File: src/rtl/id_stage.sv
// id_stage: two-entry skid-buffered decode stage feeding the immediate generator.
// Define ID_STAGE_ILLEGAL_CHECK_EN to enable out_illegal; otherwise out_illegal is tied to 0.
module id_stage #(
    parameter logic [31:0] NOP_INSTR = 32'h0000_0013
) (
    input  logic        clk,
    input  logic        rst,
    input  logic        flush,
    input  logic        in_valid,
    output logic        in_ready,
    input  logic [31:0] in_instr,
    input  logic [31:0] in_pc,
    output logic        out_valid,
    input  logic        out_ready,
    output logic [31:0] out_instr,
    output logic [31:0] out_pc,
    output logic [2:0]  out_imm_type,
    output logic [4:0]  out_rs1,
    output logic [4:0]  out_rs2,
    output logic [4:0]  out_rd,
    output logic        out_illegal
);

    logic        main_valid_q, main_valid_d;
    logic [31:0] main_instr_q, main_instr_d;
    logic [31:0] main_pc_q,    main_pc_d;
    logic        skid_valid_q, skid_valid_d;
    logic [31:0] skid_instr_q, skid_instr_d;
    logic [31:0] skid_pc_q,    skid_pc_d;

    logic        accept;
    logic        drain;
    logic [2:0]  imm_type;

    // in_ready comes straight from a flop, so there is no path from out_ready.
    assign in_ready = ~skid_valid_q;
    assign accept   = in_valid & ~skid_valid_q;
    assign drain    = main_valid_q & out_ready;

    always_comb begin
        // NOTE: every next-state signal gets a default first so no path leaves it unassigned (no latch).
        main_valid_d = main_valid_q;
        main_instr_d = main_instr_q;
        main_pc_d    = main_pc_q;
        skid_valid_d = skid_valid_q;
        skid_instr_d = skid_instr_q;
        skid_pc_d    = skid_pc_q;

        if (flush) begin
            main_valid_d = 1'b0;
            skid_valid_d = 1'b0;
        end else if (drain) begin
            if (skid_valid_q) begin
                main_valid_d = 1'b1;
                main_instr_d = skid_instr_q;
                main_pc_d    = skid_pc_q;
                skid_valid_d = 1'b0;
            end else if (accept) begin
                main_valid_d = 1'b1;
                main_instr_d = in_instr;
                main_pc_d    = in_pc;
            end else begin
                main_valid_d = 1'b0;
            end
        end else if (accept) begin
            if (main_valid_q) begin
                skid_valid_d = 1'b1;
                skid_instr_d = in_instr;
                skid_pc_d    = in_pc;
            end else begin
                main_valid_d = 1'b1;
                main_instr_d = in_instr;
                main_pc_d    = in_pc;
            end
        end
    end

    always_ff @(posedge clk or posedge rst) begin
        if (rst) begin
            main_valid_q <= 1'b0;
            main_instr_q <= '0;
            main_pc_q    <= '0;
            skid_valid_q <= 1'b0;
            skid_instr_q <= '0;
            skid_pc_q    <= '0;
        end else begin
            // NOTE: non-blocking assignments so every flop samples pre-edge values.
            main_valid_q <= main_valid_d;
            main_instr_q <= main_instr_d;
            main_pc_q    <= main_pc_d;
            skid_valid_q <= skid_valid_d;
            skid_instr_q <= skid_instr_d;
            skid_pc_q    <= skid_pc_d;
        end
    end

    always_comb begin
        imm_type = 3'b111;
        case (main_instr_q[6:0])
            7'b0010011, 7'b0000011, 7'b1100111, 7'b1110011: imm_type = 3'b000;
            7'b0100011:                                     imm_type = 3'b001;
            7'b1100011:                                     imm_type = 3'b010;
            7'b0110111, 7'b0010111:                         imm_type = 3'b011;
            7'b1101111:                                     imm_type = 3'b100;
            7'b0110011:                                     imm_type = 3'b101;
            default:                                        imm_type = 3'b111;
        endcase
    end

    assign out_valid    = main_valid_q;
    assign out_instr    = main_valid_q ? main_instr_q : NOP_INSTR;
    assign out_pc       = main_valid_q ? main_pc_q : 32'h0;
    assign out_imm_type = main_valid_q ? imm_type : 3'b000;
    assign out_rs1      = out_instr[19:15];
    assign out_rs2      = out_instr[24:20];
    assign out_rd       = out_instr[11:7];

`ifdef ID_STAGE_ILLEGAL_CHECK_EN
    assign out_illegal = main_valid_q & ((imm_type == 3'b111) | (main_instr_q[1:0] != 2'b11));
`else
    assign out_illegal = 1'b0;
`endif

endmodule

File: config.mk
export PLATFORM = sky130hd
export DESIGN_NAME = id_stage
export DESIGN_NICKNAME = d
export VERILOG_FILES = /design/src/rtl/id_stage.sv
export SDC_FILE = /design/constraint.sdc
export NUM_CORES = 1
export LEC_CHECK = 0
export CAP_MARGIN = 0
export CORE_MARGIN = 5
export CORE_UTILIZATION = 40
export DETAILED_ROUTE_END_ITERATION = 8
export PLACE_DENSITY = 0.66
export RECOVER_POWER = 25
export SYNTH_ARGS = -nofsm -noshare
export SYNTH_HDL_FRONTEND = slang
export SYNTH_SLANG_ARGS = --single-unit
File: constraint.sdc
create_clock -name clk -period 5.1 [get_ports clk]
set_input_delay 1.02 -clock clk [delete_from_list [all_inputs] [get_ports clk]]
set_output_delay 1.02 -clock clk [all_outputs]
set_load 0.03 [all_outputs]
==> results.yml, run 1 <==
clock_tree:
  numCtsBuffers: 17
  clk_pin_slew_ps: 60
  cts-hold-fix-buffers: 0
  cts_root_buf: "clkbuf_16"
  clk_path_buf_depth: 2
  h-tree-depth: 4
  cts_resized: 0
  cts_setup_buffers: 0
  clock_latency_ps: 410
  clock_sink_count: 130
  cts_tree: "built"
sta:
  fin_crit_sh_pct: 77.3
  tightest_slew_ps: 2280
  setup_violations: 0
  skew_ps: 7.19
  setup_ws_ps: 1160
  slew_headroom_pct: -52.8
  rsz0062_at_grt: "no"
  finalHoldViolations: 0
  fmax_mhz: 254
  whs_ps: 482
  min_period_ps: 3940
  drv_slew: 53
  tns_ps: 0
yosys:
  yosysTopAreaCell: "dfrtp_1"
  post-synth-top-count-cell: "mux2_2"
  synth_area_leaders: "dfrtp_1 52%, mux2_2 34%, and2_1 6.2%"
  ys_async_sr_fraction_pct: 100
  ys_seq_area_share_pct: 51.8
  synth-edff-count: 0
  yosys_warnings: 0
  yosys_most_used_dff: "dfrtp_1"
  netlist_instances: 459
  synth_area_sq_um: 6280
  synth.avg_cell_area_sq_um: 13.7
  ys_types: 30
  ys_top_cells_by_count: "187 x mux2_2, 130 x dfrtp_1, 62 x and2_1"
  ys_ff_latch: 130
  synth_top_area_share_pct: 51.8
  syn_nets: 528
drt:
  post-route-drc-count: 0
  drtIter0Drc: 150
  dr.pass1.iters: 4
  wl_per_cell_um: 16.7
  via_count: 3945
  vias_per_cell: 4.84
  drt_wl_total_um: 13600
  ant_nets: 0
floorplanning:
  dieArea_sq_um: 18300
  rows: 45
  core_area_sq_um: 15300
  die_h_um: 135
  start_util_pct: 41.0
  io_pins: 154
  die_w_um: 135
power_and_ir_drop:
  peakVddDrop_mv: 0.184
  power.density_nw_per_um2: 393
  internal_power_mw: 2.45
  power.share.clock_pct: 35.3
  power_leakage_nw: 3.51
  sw_frac_of_total_pct: 26.1
  p_comb_share_pct: 21.9
  seqPwrFrac_pct: 42.8
  switchingPower_mw: 0.865
worst_setup_path:
  critPathSlowestCell: "dfrtp_1"
  endpoint_kind: "output pin"
  path_max_fanout: 38
  start_kind: "register"
  arrival_ps: 2920
  rrSetupSlack_ps: 1620
  r2r_end: "main_instr_q[12]"
  r2r-start: "out_valid"
  crit_chain: "buf_4 > and2_1 > clkdlybuf4s50_1"
  critical-path-max-stage-delay_ps: 1020
  r2r_cells: 4
  required_ps: 4080
  critical_path_class: "register to output pin"
placement:
  io_buffers: 152
  place_ws_ps: 1580
  placed_area_sq_um: 7860
  dp_hpwl_um: 8940
  place_congestion: 0.764
global_routing:
  grt_pass1_wl_um: 22500
  antenna_found_initial: 0
  first_global_vias: 4404
  grt_max_degree: 65
  grtUsageTotal_pct: 15.5
  overflow: 0
hold_path:
  hold_end: "main_instr_q[14]"
  hold_depth: 1
  hp-class: "register to register"
  hp-start: "main_instr_q[14]"
status:
  outcome: "finished, violations left"
  violations: "max-capacitance violations, max-slew violations"
cells_and_area:
  diodes: 0
  fin_area_sq_um: 8430
  layout.nets: 661
  syn_to_final_growth_pct: 34.2
  drive_gt1_share_pct: 36.9
  final_core_util_pct: 55.0
flow_run:
  maxCapViolCount: 1
## state kept, by name, indices dropped and copies added (netlist names)
signal / flops
skid_valid_q: 1
skid_pc_q: 32
main_instr_q: 32
skid_instr_q: 32
main_pc_q: 32
out_valid: 1
## power groups by stage
stage	Sequential, mW	Clock (mW)	Combinational (mW)
floorplan	1.39	0	0.518
global placement	1.42	0	0.715
detailed placement	1.44	0	0.736
CTS	1.42	1.19	0.739
global route	1.46	1.24	0.785
finish	1.42	1.17	0.725
## cell families (layout without fill, tap and decap cells)
logic type | Yosys count | after routing | synth area share, %
and+or+nand+nor | 77 | 77 | 7.49
AOI/OAI and AO/OA | 12 | 12 | 1.67
xor gates and xnor gates | 1 | 1 | 0.139
other | 1 | 1 | 0.0597
muxes | 192 | 192 | 34.4
buffers and inverters | 46 | 191 | 4.44
DFF | 130 | 130 | 51.8
## through the flow
stage | power [mW] | std cells
6_report | 3.32 | 815
5_1_grt | 3.48 | 815
3_3_place_gp | 2.13 | 784
3_5_place_dp | 2.17 | 784
2_1_floorplan | 1.90 | 459
4_1_cts | 3.35 | 815
## critical path: cells and delay by family (launching register included)
family	cells	cell delay, ps
DFF	1	1020
buffers and inverters	2	1200
and+or+nand+nor	1	240
## layer usage
layer  share of wire (%)  wire [um]  global-route usage, %  vias up
met5                   0          0                      0        -
met4                 1.1        152                   5.04        0
met3                 5.4        732                   4.12       13
met2                  48       6500                   25.7      105
met1                  46       6190                   19.8     1968
li1                    -          -                      -     1859
## worst max-delay path by stage
stage | start | end | cells after the start | slack, ps
global route | out_valid | out_rd[0] | 3 | 900
global placement | out_ready | skid_pc_q[6] | 4 | 1670
CTS | out_valid | out_rd[0] | 3 | 1410
finish | out_valid | out_rd[0] | 3 | 1160
detailed placement | out_ready | skid_instr_q[28] | 4 | 1580
floorplan | rst | main_instr_q[0] | 1 | 610
## layout by cell type, fill, tap and decap left out, drive strengths merged
master,synthesis,final
o22ai,1,1
nor2b,2,2
a21boi,1,1
dlygate4sd3,0,1
and3b,1,1
clkinv,0,3
conb,1,1
o31a,1,1
buf,23,2
mux2,190,190
o41ai,1,1
a2111oi,2,2
clkinvlp,0,1
xor2,1,1
nand2b,3,3
a211oi,1,1
o21ai,1,1
nand2,4,4
bufinv,0,1
nor2,2,2
o32a,1,1
clkdlybuf4s50,0,151
inv,4,3
mux2i,2,2
and2,62,62
clkbuf,19,29
a21oi,3,3
nor3,1,1
dfrtp,130,130
nand3,2,2
## layout make-up
cell class              instances  area (sq um)
fillers                      1303          6890
well taps                     211           264
clock buffers                  27           533
multi-input cells             283          2770
flip-flops and latches        130          3250
repair buffers                156          1550
clock inverters                 4          45.0
inverters                       4          16.3
Power figures use the tool's default switching activity.
==> run 2: changes to the inputs <==
Clock period 5.1 ns to 4 ns, I/O delays scaled along.
==> run 2 against run 1 <==
Net effect: the flow still finishes with violations (max-capacitance violations, max-slew violations); total power rose by 27%; largest cell class unchanged; combinational power rose by 27%; clock power grew 26%; sequential share of layout area decreased by 0.088 points; global-route usage is 0.22 points higher; critical endpoint is now out_pc[18].
==> results.yml, run 2 (synthesis gave the netlist of run 1 again) <==
power_and_ir_drop:
  sw_frac_of_total_pct: 26.1
  p_total_mw: 4.20
  p_comb_share_pct: 21.9
  switchingPower_mw: 1.10
  power_leakage_nw: 3.52
  seqPwrFrac_pct: 43.2
  peakVddDrop_mv: 0.234
  power.density_nw_per_um2: 497
  power.share.clock_pct: 34.9
  internal_power_mw: 3.10
worst_setup_path:
  r2r_end: "main_instr_q[12]"
  endpoint_kind: "output pin"
  rrSetupSlack_ps: 970
  critical_path_class: "register to output pin"
  start_kind: "register"
  arrival_ps: 2620
  required_ps: 3200
  path_max_fanout: 59
  r2r_cells: 3
  r2r-start: "out_valid"
sta:
  skew_ps: 3.98
  tns_ps: 0
  whs_ps: 481
  fin_crit_sh_pct: 85.5
  drv_slew: 38
  tightest_slew_ps: 1670
  min_period_ps: 3420
  finalHoldViolations: 0
  setup_ws_ps: 581
  fmax_mhz: 293
  setup_violations: 0
  rsz0062_at_grt: "no"
  slew_headroom_pct: -11.8
floorplanning:
  io_pins: 154
  die_w_um: 135
  start_util_pct: 41.0
  dieArea_sq_um: 18300
  rows: 45
  die_h_um: 135
  core_area_sq_um: 15300
clock_tree:
  h-tree-depth: 4
  cts_resized: 0
  cts_tree: "built"
  cts-hold-fix-buffers: 0
  cts_setup_buffers: 0
  clk_pin_slew_ps: 50
  clock_latency_ps: 400
  cts_root_buf: "clkbuf_16"
  clock_sink_count: 130
  numCtsBuffers: 17
  clk_path_buf_depth: 2
global_routing:
  antenna_found_initial: 0
  overflow: 0
  first_global_vias: 4557
  grt_pass1_wl_um: 23000
  grtUsageTotal_pct: 15.8
  grt_max_degree: 65
cells_and_area:
  layout.nets: 664
  syn_to_final_growth_pct: 34.5
  final_core_util_pct: 55.2
  nFillCells: 1280
  stdcell_count: 817
  layout_common_cells: "187 x mux2_2, 151 x clkdlybuf4s50_1, 129 x dfrtp_1, 62 x and2_1, 17 x clkbuf_16"
  drive_gt1_share_pct: 37.3
  diodes: 0
  layout_commonest_cell: "mux2_2"
  fin_area_sq_um: 8450
drt:
  drtIter0Drc: 126
  vias_per_cell: 4.93
  wl_per_cell_um: 16.7
  drt_wl_total_um: 13700
  ant_nets: 0
  dr.pass1.iters: 4
  via_count: 4027
  post-route-drc-count: 0
hold_path:
  hp-start: "main_instr_q[12]"
  hold_end: "main_instr_q[12]"
  hp-class: "register to register"
  hold_depth: 1
placement:
  place_ws_ps: 742
  place_congestion: 0.781
  io_buffers: 152
  place_inst: 787
  dp_hpwl_um: 9070
  placed_area_sq_um: 7900
status:
  violations: "max-capacitance violations, max-slew violations"
  outcome: "finished, violations left"
flow_run:
  maxCapViolCount: 1
==> run 2: changes by cell type in the layout (fill, tap and decap cells not counted) <==
cell,change
clkinv_2,+1
clkbuf_2,-1
dfrtp_1,-1
clkbuf_8,-1
buf_12,+1
buf_4,+2
dfrtp_2,+1
==> run 2: critical path, cell delays in order, from the launching register on <==
cell and delay [ps]:
dfrtp_2 1000, buf_4 330, and2_1 170, clkdlybuf4s50_1 680
==> run 2: layout make-up <==
cell class	count	area [sq um]	share of cell area, %
sequential	130	3250	38.5
multi-input combinational	283	2770	32.8
timing repair buffer	159	1580	18.7
clock buffer	25	515	6.10
tap	211	264	3.12
clock inverter	5	50.0	0.592
inverter	4	16.3	0.193
==> run 2: worst max-delay path by stage <==
stage | slack (ps) | endpoint | from | cells past startpoint
detailed placement | 740 | main_instr_q[11] | out_ready | 4
floorplan | 1420 | out_imm_type[0] | out_valid | 3
global route | 280 | main_instr_q[28] | rst | 3
finish | 580 | out_pc[18] | out_valid | 3
global placement | 780 | main_instr_q[12] | out_ready | 4
CTS | 460 | out_pc[18] | out_valid | 3
==> run 2: power by group through the flow <==
| stage | clock [mW] | combinational, mW | sequential, mW |
|---|---|---|---|
| CTS | 1.51 | 0.941 | 1.82 |
| finish | 1.47 | 0.921 | 1.81 |
| global placement | 0 | 0.911 | 1.81 |
| detailed placement | 0 | 0.937 | 1.84 |
| floorplan | 0 | 0.661 | 1.77 |
| global route | 1.57 | 0.999 | 1.86 |
==> run 2: per-layer routing <==
metal  global-route usage, %  share of wire [%]  vias up
li1                        -                  -     1849
met1                    19.1                 44     2056
met2                    26.4                 49      111
met3                    5.42                6.5       11
met4                    4.98               0.78        0
met5                       0                  0        -
